`config.mk`:
```
export PLATFORM = sky130hd
export DESIGN_NAME = systolic_matmul_engine
export DESIGN_NICKNAME = d
export VERILOG_FILES = /design/src/rtl/systolic_matmul_engine.sv
export SDC_FILE = /design/constraint.sdc
export NUM_CORES = 2
export LEC_CHECK = 0
export ABC_AREA = 1
export CORE_MARGIN = 1
export CORE_UTILIZATION = 59
export DETAILED_ROUTE_END_ITERATION = 8
export PLACE_DENSITY = 0.79
export SLEW_MARGIN = 20
export SYNTH_ARGS = -nofsm -noshare
export SYNTH_HDL_FRONTEND = slang
export SYNTH_SLANG_ARGS = --single-unit
```
`constraint.sdc`:
```
create_clock -name clk -period 7.9 [get_ports clk]
set_input_delay 1.58 -clock clk [delete_from_list [all_inputs] [get_ports clk]]
set_output_delay 1.58 -clock clk [all_outputs]
set_load 0.05 [all_outputs]
```
`src/rtl/systolic_matmul_engine.sv`:
```
// N x N output-stationary systolic matrix multiply: fetches A, B (and optionally C)
// from a 1-cycle-latency scratchpad, runs the skewed MAC wavefront, then stores C.
module systolic_matmul_engine #(
  parameter int GRID_N = 2,
  parameter int DATA_W = 16,
  parameter int ADDR_W = 5
) (
  input  logic              clk,
  input  logic              rst,
  input  logic              start,
  input  logic              accumulate,
  input  logic [ADDR_W-1:0] a_base,
  input  logic [ADDR_W-1:0] b_base,
  input  logic [ADDR_W-1:0] c_base,
  output logic              busy,
  output logic              done,
  output logic              mem_rd_en,
  output logic [ADDR_W-1:0] mem_rd_addr,
  input  logic [DATA_W-1:0] mem_rd_data,
  output logic              mem_wr_en,
  output logic [ADDR_W-1:0] mem_wr_addr,
  output logic [DATA_W-1:0] mem_wr_data
);

  localparam int NN       = GRID_N * GRID_N;
  localparam int CMP_LAST = 3 * GRID_N - 3;
  localparam int CNT_W    = $clog2(NN + 3 * GRID_N + 1);
  localparam int IDX_W    = $clog2(NN);

  typedef enum logic [2:0] {
    S_IDLE, S_LOAD_A, S_LOAD_B, S_LOAD_C, S_COMPUTE, S_STORE, S_DONE
  } state_t;

  state_t            state_q, state_d;
  logic [CNT_W-1:0]  cnt_q, cnt_d;
  logic              acc_mode_q, acc_mode_d;
  logic [ADDR_W-1:0] a_base_q, a_base_d;
  logic [ADDR_W-1:0] b_base_q, b_base_d;
  logic [ADDR_W-1:0] c_base_q, c_base_d;
  logic              rd_vld_q, rd_vld_d;
  logic [IDX_W-1:0]  rd_idx_q, rd_idx_d;
  logic [ADDR_W-1:0] rd_base;

  logic [DATA_W-1:0] a_op_q [NN];
  logic [DATA_W-1:0] a_op_d [NN];
  logic [DATA_W-1:0] b_op_q [NN];
  logic [DATA_W-1:0] b_op_d [NN];
  logic [DATA_W-1:0] acc_q  [NN];
  logic [DATA_W-1:0] acc_d  [NN];
  logic [DATA_W-1:0] w_q    [NN];
  logic [DATA_W-1:0] w_d    [NN];
  logic [DATA_W-1:0] n_q    [NN];
  logic [DATA_W-1:0] n_d    [NN];
  logic [DATA_W-1:0] west   [GRID_N];
  logic [DATA_W-1:0] north  [GRID_N];

  // Products wrap modulo 2^DATA_W, so only the low half of w*n is kept.
  function automatic logic [DATA_W-1:0] mac_wrap(input logic [DATA_W-1:0] acc,
                                                 input logic [DATA_W-1:0] w,
                                                 input logic [DATA_W-1:0] n);
    logic [DATA_W-1:0] prod;
    prod = w * n;
    return acc + prod;
  endfunction

  always_comb begin
    state_d    = state_q;
    cnt_d      = cnt_q;
    acc_mode_d = acc_mode_q;
    a_base_d   = a_base_q;
    b_base_d   = b_base_q;
    c_base_d   = c_base_q;
    case (state_q)
      S_IDLE: begin
        if (start) begin
          state_d    = S_LOAD_A;
          cnt_d      = '0;
          acc_mode_d = accumulate;
          a_base_d   = a_base;
          b_base_d   = b_base;
          c_base_d   = c_base;
        end
      end
      S_LOAD_A, S_LOAD_B, S_LOAD_C: begin
        cnt_d = cnt_q + 1'b1;
        if (cnt_q == CNT_W'(NN)) begin
          cnt_d = '0;
          if (state_q == S_LOAD_A)                    state_d = S_LOAD_B;
          else if (state_q == S_LOAD_B && acc_mode_q) state_d = S_LOAD_C;
          else                                        state_d = S_COMPUTE;
        end
      end
      S_COMPUTE: begin
        cnt_d = cnt_q + 1'b1;
        if (cnt_q == CNT_W'(CMP_LAST)) begin
          cnt_d   = '0;
          state_d = S_STORE;
        end
      end
      S_STORE: begin
        cnt_d = cnt_q + 1'b1;
        if (cnt_q == CNT_W'(NN - 1)) begin
          cnt_d   = '0;
          state_d = S_DONE;
        end
      end
      S_DONE:  state_d = S_IDLE;
      default: state_d = S_IDLE;
    endcase
  end

  always_comb begin
    busy = (state_q != S_IDLE) && (state_q != S_DONE);
    done = (state_q == S_DONE);
    case (state_q)
      S_LOAD_B: rd_base = b_base_q;
      S_LOAD_C: rd_base = c_base_q;
      default:  rd_base = a_base_q;
    endcase
    mem_rd_en   = (state_q == S_LOAD_A || state_q == S_LOAD_B || state_q == S_LOAD_C) &&
                  (cnt_q < CNT_W'(NN));
    mem_rd_addr = mem_rd_en ? rd_base + ADDR_W'(cnt_q) : '0;
    mem_wr_en   = (state_q == S_STORE);
    mem_wr_addr = mem_wr_en ? c_base_q + ADDR_W'(cnt_q) : '0;
    mem_wr_data = mem_wr_en ? acc_q[cnt_q[IDX_W-1:0]] : '0;
    rd_vld_d    = mem_rd_en;
    rd_idx_d    = cnt_q[IDX_W-1:0];
  end

  // Skewed edge feed: row i sees A[i][t-i], column j sees B[t-j][j].
  always_comb begin
    for (int i = 0; i < GRID_N; i++) begin
      west[i]  = '0;
      north[i] = '0;
      if (state_q == S_COMPUTE && int'(cnt_q) >= i && int'(cnt_q) - i < GRID_N) begin
        west[i]  = a_op_q[i * GRID_N + int'(cnt_q) - i];
        north[i] = b_op_q[(int'(cnt_q) - i) * GRID_N + i];
      end
    end
  end

  always_comb begin
    logic [DATA_W-1:0] w_in;
    logic [DATA_W-1:0] n_in;
    int                k;
    w_in   = '0;
    n_in   = '0;
    k      = 0;
    a_op_d = a_op_q;
    b_op_d = b_op_q;
    acc_d  = acc_q;
    for (int m = 0; m < NN; m++) begin
      w_d[m] = '0;
      n_d[m] = '0;
    end
    // Read data lands one cycle after issue, still within the same LOAD state.
    if (rd_vld_q) begin
      case (state_q)
        S_LOAD_A: a_op_d[rd_idx_q] = mem_rd_data;
        S_LOAD_B: b_op_d[rd_idx_q] = mem_rd_data;
        S_LOAD_C: acc_d[rd_idx_q]  = mem_rd_data;
        default:  ;
      endcase
    end
    if (state_q == S_COMPUTE) begin
      for (int i = 0; i < GRID_N; i++) begin
        for (int j = 0; j < GRID_N; j++) begin
          k = i * GRID_N + j;
          if (j == 0) w_in = west[i];
          else        w_in = w_q[k - 1];
          if (i == 0) n_in = north[j];
          else        n_in = n_q[k - GRID_N];
          acc_d[k] = mac_wrap(acc_q[k], w_in, n_in);
          w_d[k]   = w_in;
          n_d[k]   = n_in;
        end
      end
    end
    if (state_d == S_COMPUTE && state_q != S_COMPUTE && !acc_mode_q) begin
      for (int m = 0; m < NN; m++) acc_d[m] = '0;
    end
  end

  always_ff @(posedge clk) begin
    if (rst) begin
      state_q    <= S_IDLE;
      cnt_q      <= '0;
      acc_mode_q <= 1'b0;
      a_base_q   <= '0;
      b_base_q   <= '0;
      c_base_q   <= '0;
      rd_vld_q   <= 1'b0;
      rd_idx_q   <= '0;
      for (int m = 0; m < NN; m++) begin
        a_op_q[m] <= '0;
        b_op_q[m] <= '0;
        acc_q[m]  <= '0;
        w_q[m]    <= '0;
        n_q[m]    <= '0;
      end
    end else begin
      state_q    <= state_d;
      cnt_q      <= cnt_d;
      acc_mode_q <= acc_mode_d;
      a_base_q   <= a_base_d;
      b_base_q   <= b_base_d;
      c_base_q   <= c_base_d;
      rd_vld_q   <= rd_vld_d;
      rd_idx_q   <= rd_idx_d;
      a_op_q     <= a_op_d;
      b_op_q     <= b_op_d;
      acc_q      <= acc_d;
      w_q        <= w_d;
      n_q        <= n_d;
    end
  end

endmodule

```
==> results.sh <==
export IMPL_status="finished, final reports clean"
export IMPL_cts_repair_resized=0
export IMPL_fill_cells=4453
export IMPL_period_share_pct=94.3
export IMPL_die_width_um=228
export IMPL_cts_path_max_buffers=3
export IMPL_pre_cts_ws_ns=0.585
export IMPL_dp_cells=4700
export IMPL_fin_nets=4693
export IMPL_multi_input_area_mm2=0.0203
export IMPL_netlist_instances=4108
export IMPL_reg2regPathDepth=27
export IMPL_crit_path_start_kind="register"
export IMPL_die_h_um=228
export IMPL_instances_no_fill=4757
export IMPL_rows=82
export IMPL_wl_um=92600
export IMPL_fmax_mhz=134
export IMPL_setup_slack_ns=0.450
export IMPL_final_setup_viol_count=0
export IMPL_clk_pin_slew_ns=0.06
export IMPL_ff_latch_area_mm2=0.00565
export IMPL_critPathArrivalTime_ns=7.98
export IMPL_clock_skew_ns=0.0278
export IMPL_drive_above_1_share_pct=3.89
export IMPL_cts_tree="yes"
export IMPL_r2r_slack_ns=0.45
export IMPL_cp_end_kind="register"
export IMPL_root_buffer="clkbuf_16"
export IMPL_p_per_area_mw_per_mm2=100
export IMPL_r2r_end="acc_q[47]$_SDFFE_PP0P_"
export IMPL_firstDrtPassIters=6
export IMPL_period_needed_ns=7.45
export IMPL_fin_util_pct=64.0
export IMPL_endpoint="acc_q[47]$_SDFFE_PP0P_"
export IMPL_syn_to_final_growth_pct=6.51
export IMPL_finalHoldViolCount=0
export IMPL_drv_slew=0
export IMPL_syn_nets=4740
export IMPL_synth_cell_types=54
export IMPL_r2r_start="cnt_q[0]$_SDFFE_PP0P_"
export IMPL_grt_first_pass_wirelength_um=147000
export IMPL_leakagePower_nw=15.0
export IMPL_max_vdd_ir_drop_mv=0.208
export IMPL_grt_max_degree=138
export IMPL_timing_setup_tns_ns=0
export IMPL_synth_edf_count=0
export IMPL_place_congestion=1.03
export IMPL_postSynthAreaPerCell_um2=7.35
export IMPL_diodes=0
export IMPL_hold_path_class="reg2reg"
export IMPL_postCtsSetupRepairBufs=0
export IMPL_grt_usage_pct=36.1
export IMPL_crit_type="reg2reg"
export IMPL_synthArstFlopShare_pct=0
export IMPL_cts_buffers=31
export IMPL_crit_fanout=36
export IMPL_die_area_mm2=0.0521
export IMPL_max_slew_margin_pct=18.3
export IMPL_grt_setup_unrepaired="false"
export IMPL_postCtsHoldBufs=0
export IMPL_cts_sinks=282
export IMPL_num_vias=26600
export IMPL_drc=0
export IMPL_drv_cap=0
export IMPL_power_total_mw=3.23
export IMPL_pin_count=65
export IMPL_synth_seq_area_share_pct=18.7
export IMPL_routedWlPerCell_um=19.5
export IMPL_core_mm2=0.0503
export IMPL_drtAntennaViolNets=0
export IMPL_first_iter_violations=2753
export IMPL_ys_flop_type="dfxtp_1"
export IMPL_hpwl_um=71300
export IMPL_antenna_found_initial=0
export IMPL_portBuffers=64
export IMPL_synthesis_area_mm2=0.0302
export IMPL_max_slew_worst_pin_slew_ns=1.22
export IMPL_ys_warn_count=0
export IMPL_vias_per_cell=5.60
export IMPL_worstSkewPairLatency_ns=0.61
export IMPL_start_util_pct=60.0
export IMPL_ys_ff_latch=282
export IMPL_startpoint="cnt_q[0]$_SDFFE_PP0P_"
export IMPL_grt_pass1_vias=26600
export IMPL_overflow=0
export IMPL_critPathRequiredTime_ns=8.43
export IMPL_htree_levels=1
[worst min-delay path by stage]
stage / to / from / cells past startpoint
2_1_floorplan: b_op_q[53]$_SDFFE_PP0P_ / b_op_q[53]$_SDFFE_PP0P_ / 2
3_3_place_gp: b_op_q[53]$_SDFFE_PP0P_ / b_op_q[53]$_SDFFE_PP0P_ / 2
3_5_place_dp: b_op_q[53]$_SDFFE_PP0P_ / b_op_q[53]$_SDFFE_PP0P_ / 2
4_1_cts: b_op_q[53]$_SDFFE_PP0P_ / b_op_q[53]$_SDFFE_PP0P_ / 2
5_1_grt: a_op_q[19]$_SDFFE_PP0P_ / a_op_q[19]$_SDFFE_PP0P_ / 2
6_report: b_op_q[53]$_SDFFE_PP0P_ / b_op_q[53]$_SDFFE_PP0P_ / 2
[layout by cell type (no fill, tap or decap), types with 9 or more instances in the layout]
cell type	synthesis	layout
inv_1	891	890
nand2_1	821	821
nor2_1	433	433
fa_1	378	378
dfxtp_1	282	281
a21oi_1	262	262
o21ai_0	234	234
ha_1	219	219
nand3_1	88	87
clkdlybuf4s50_1	0	63
xnor2_1	49	49
a31oi_1	36	36
xor2_1	36	36
clkbuf_16	0	31
buf_4	7	26
o211ai_1	25	25
a211oi_1	23	23
inv_2	18	19
nand2_2	17	17
nand4_1	17	17
nor3_1	11	11
o21ai_1	10	10
a22oi_1	10	10
clkinv_1	9	9
[flip-flops by register name (all words and copies together), names as in the netlist]
signal	count
w_q	32
a_op_q	64
rd_idx_q	2
rd_vld_q	1
cnt_q	4
c_base_q	5
b_base_q	5
state_q	3
b_op_q	64
acc_q	64
a_base_q	5
acc_mode_q	1
n_q	32
[Yosys cell counts (4+ instances only)]
cell | number | area share [%]
inv_1 | 891 | 11
nand2_1 | 821 | 10
nor2_1 | 433 | 5.4
fa_1 | 378 | 25
dfxtp_1 | 282 | 19
a21oi_1 | 262 | 4.3
o21ai_0 | 234 | 3.9
ha_1 | 219 | 9.1
clkbuf_1 | 109 | 1.4
nand3_1 | 88 | 1.5
xnor2_1 | 49 | 1.4
a31oi_1 | 36 | 0.75
xor2_1 | 36 | 1.0
buf_2 | 29 | 0.48
o211ai_1 | 25 | 0.62
a211oi_1 | 23 | 0.57
inv_2 | 18 | 0.22
nand2_2 | 17 | 0.35
nand4_1 | 17 | 0.35
buf_1 | 13 | 0.16
buf_6 | 13 | 0.48
nor3_1 | 11 | 0.18
a22oi_1 | 10 | 0.25
o21ai_1 | 10 | 0.17
clkinv_1 | 9 | 0.11
a21oi_2 | 8 | 0.23
buf_4 | 7 | 0.17
o21ai_2 | 7 | 0.20
nor2_4 | 5 | 0.19
o21bai_1 | 5 | 0.12
nand3_2 | 4 | 0.13
o221ai_1 | 4 | 0.12
[per-stage QoR]
step	hold slack, ns	area [um2]
finish	0.452	32200
global route	0.481	32200
CTS	0.452	32100
detailed placement	0.443	31100
floorplan	0.424	30200
global placement	0.437	31100
[cell type report]
type                       count  share of cell area [%]
clock buffer                  40                    2.67
clock inverter                17                   0.603
inverter                     918                    10.7
multi-input combinational   2736                    63.1
sequential                   282                    17.6
tap                          672                    2.61
timing repair buffer          92                    2.71
[layer usage]
layer	global-route usage, %	wire (um)	share of wire, %	vias up
met1	47.2	36100	39	12500
met2	57.7	41600	45	1428
met4	19.2	5640	6.1	0
met5	0	0	0	-
met3	5.84	9270	10	330
li1	-	-	-	12300
[cells by family (layout without fill, tap and decap cells)]
family	after synthesis	after routing	synth area share, %
XOR/XNOR	88	88	2.65
flip-flops	282	282	18.7
buffers and inverters	1090	1067	14.1
AO/OA/AOI/OAI	637	637	11.7
AND/OR/NAND/NOR	1414	1414	18.7
adder cells (fa/ha/maj)	597	597	34.1
[where the power goes]
part | switching (mW) | internal, mW
logic | 0.192 | 0.0674
clock network | 0.657 | 0.870
registers | 0.00861 | 1.43
total | 0.858 | 2.37
[worst max-delay path, stage by stage (launching register included)]
cell and delay [ns]:
dfxtp_4 0.52, inv_2 0.07, ha_1 0.46, inv_2 0.07
a21oi_2 0.12, nand3_2 0.12, a21oi_4 0.37, buf_12 0.25
nand2_1 0.24, clkinv_1 0.26, nand2_1 0.11, fa_1 0.55
fa_1 0.54, fa_1 0.52, inv_1 0.05, fa_1 0.50
fa_1 0.50, inv_1 0.05, fa_1 0.48, inv_1 0.05
ha_1 0.33, a21oi_1 0.20, o2111ai_1 0.28, xnor2_1 0.36
inv_1 0.07, nand2_1 0.07, nand3_1 0.06, a21oi_1 0.13
Power figures use the tool's default switching activity.
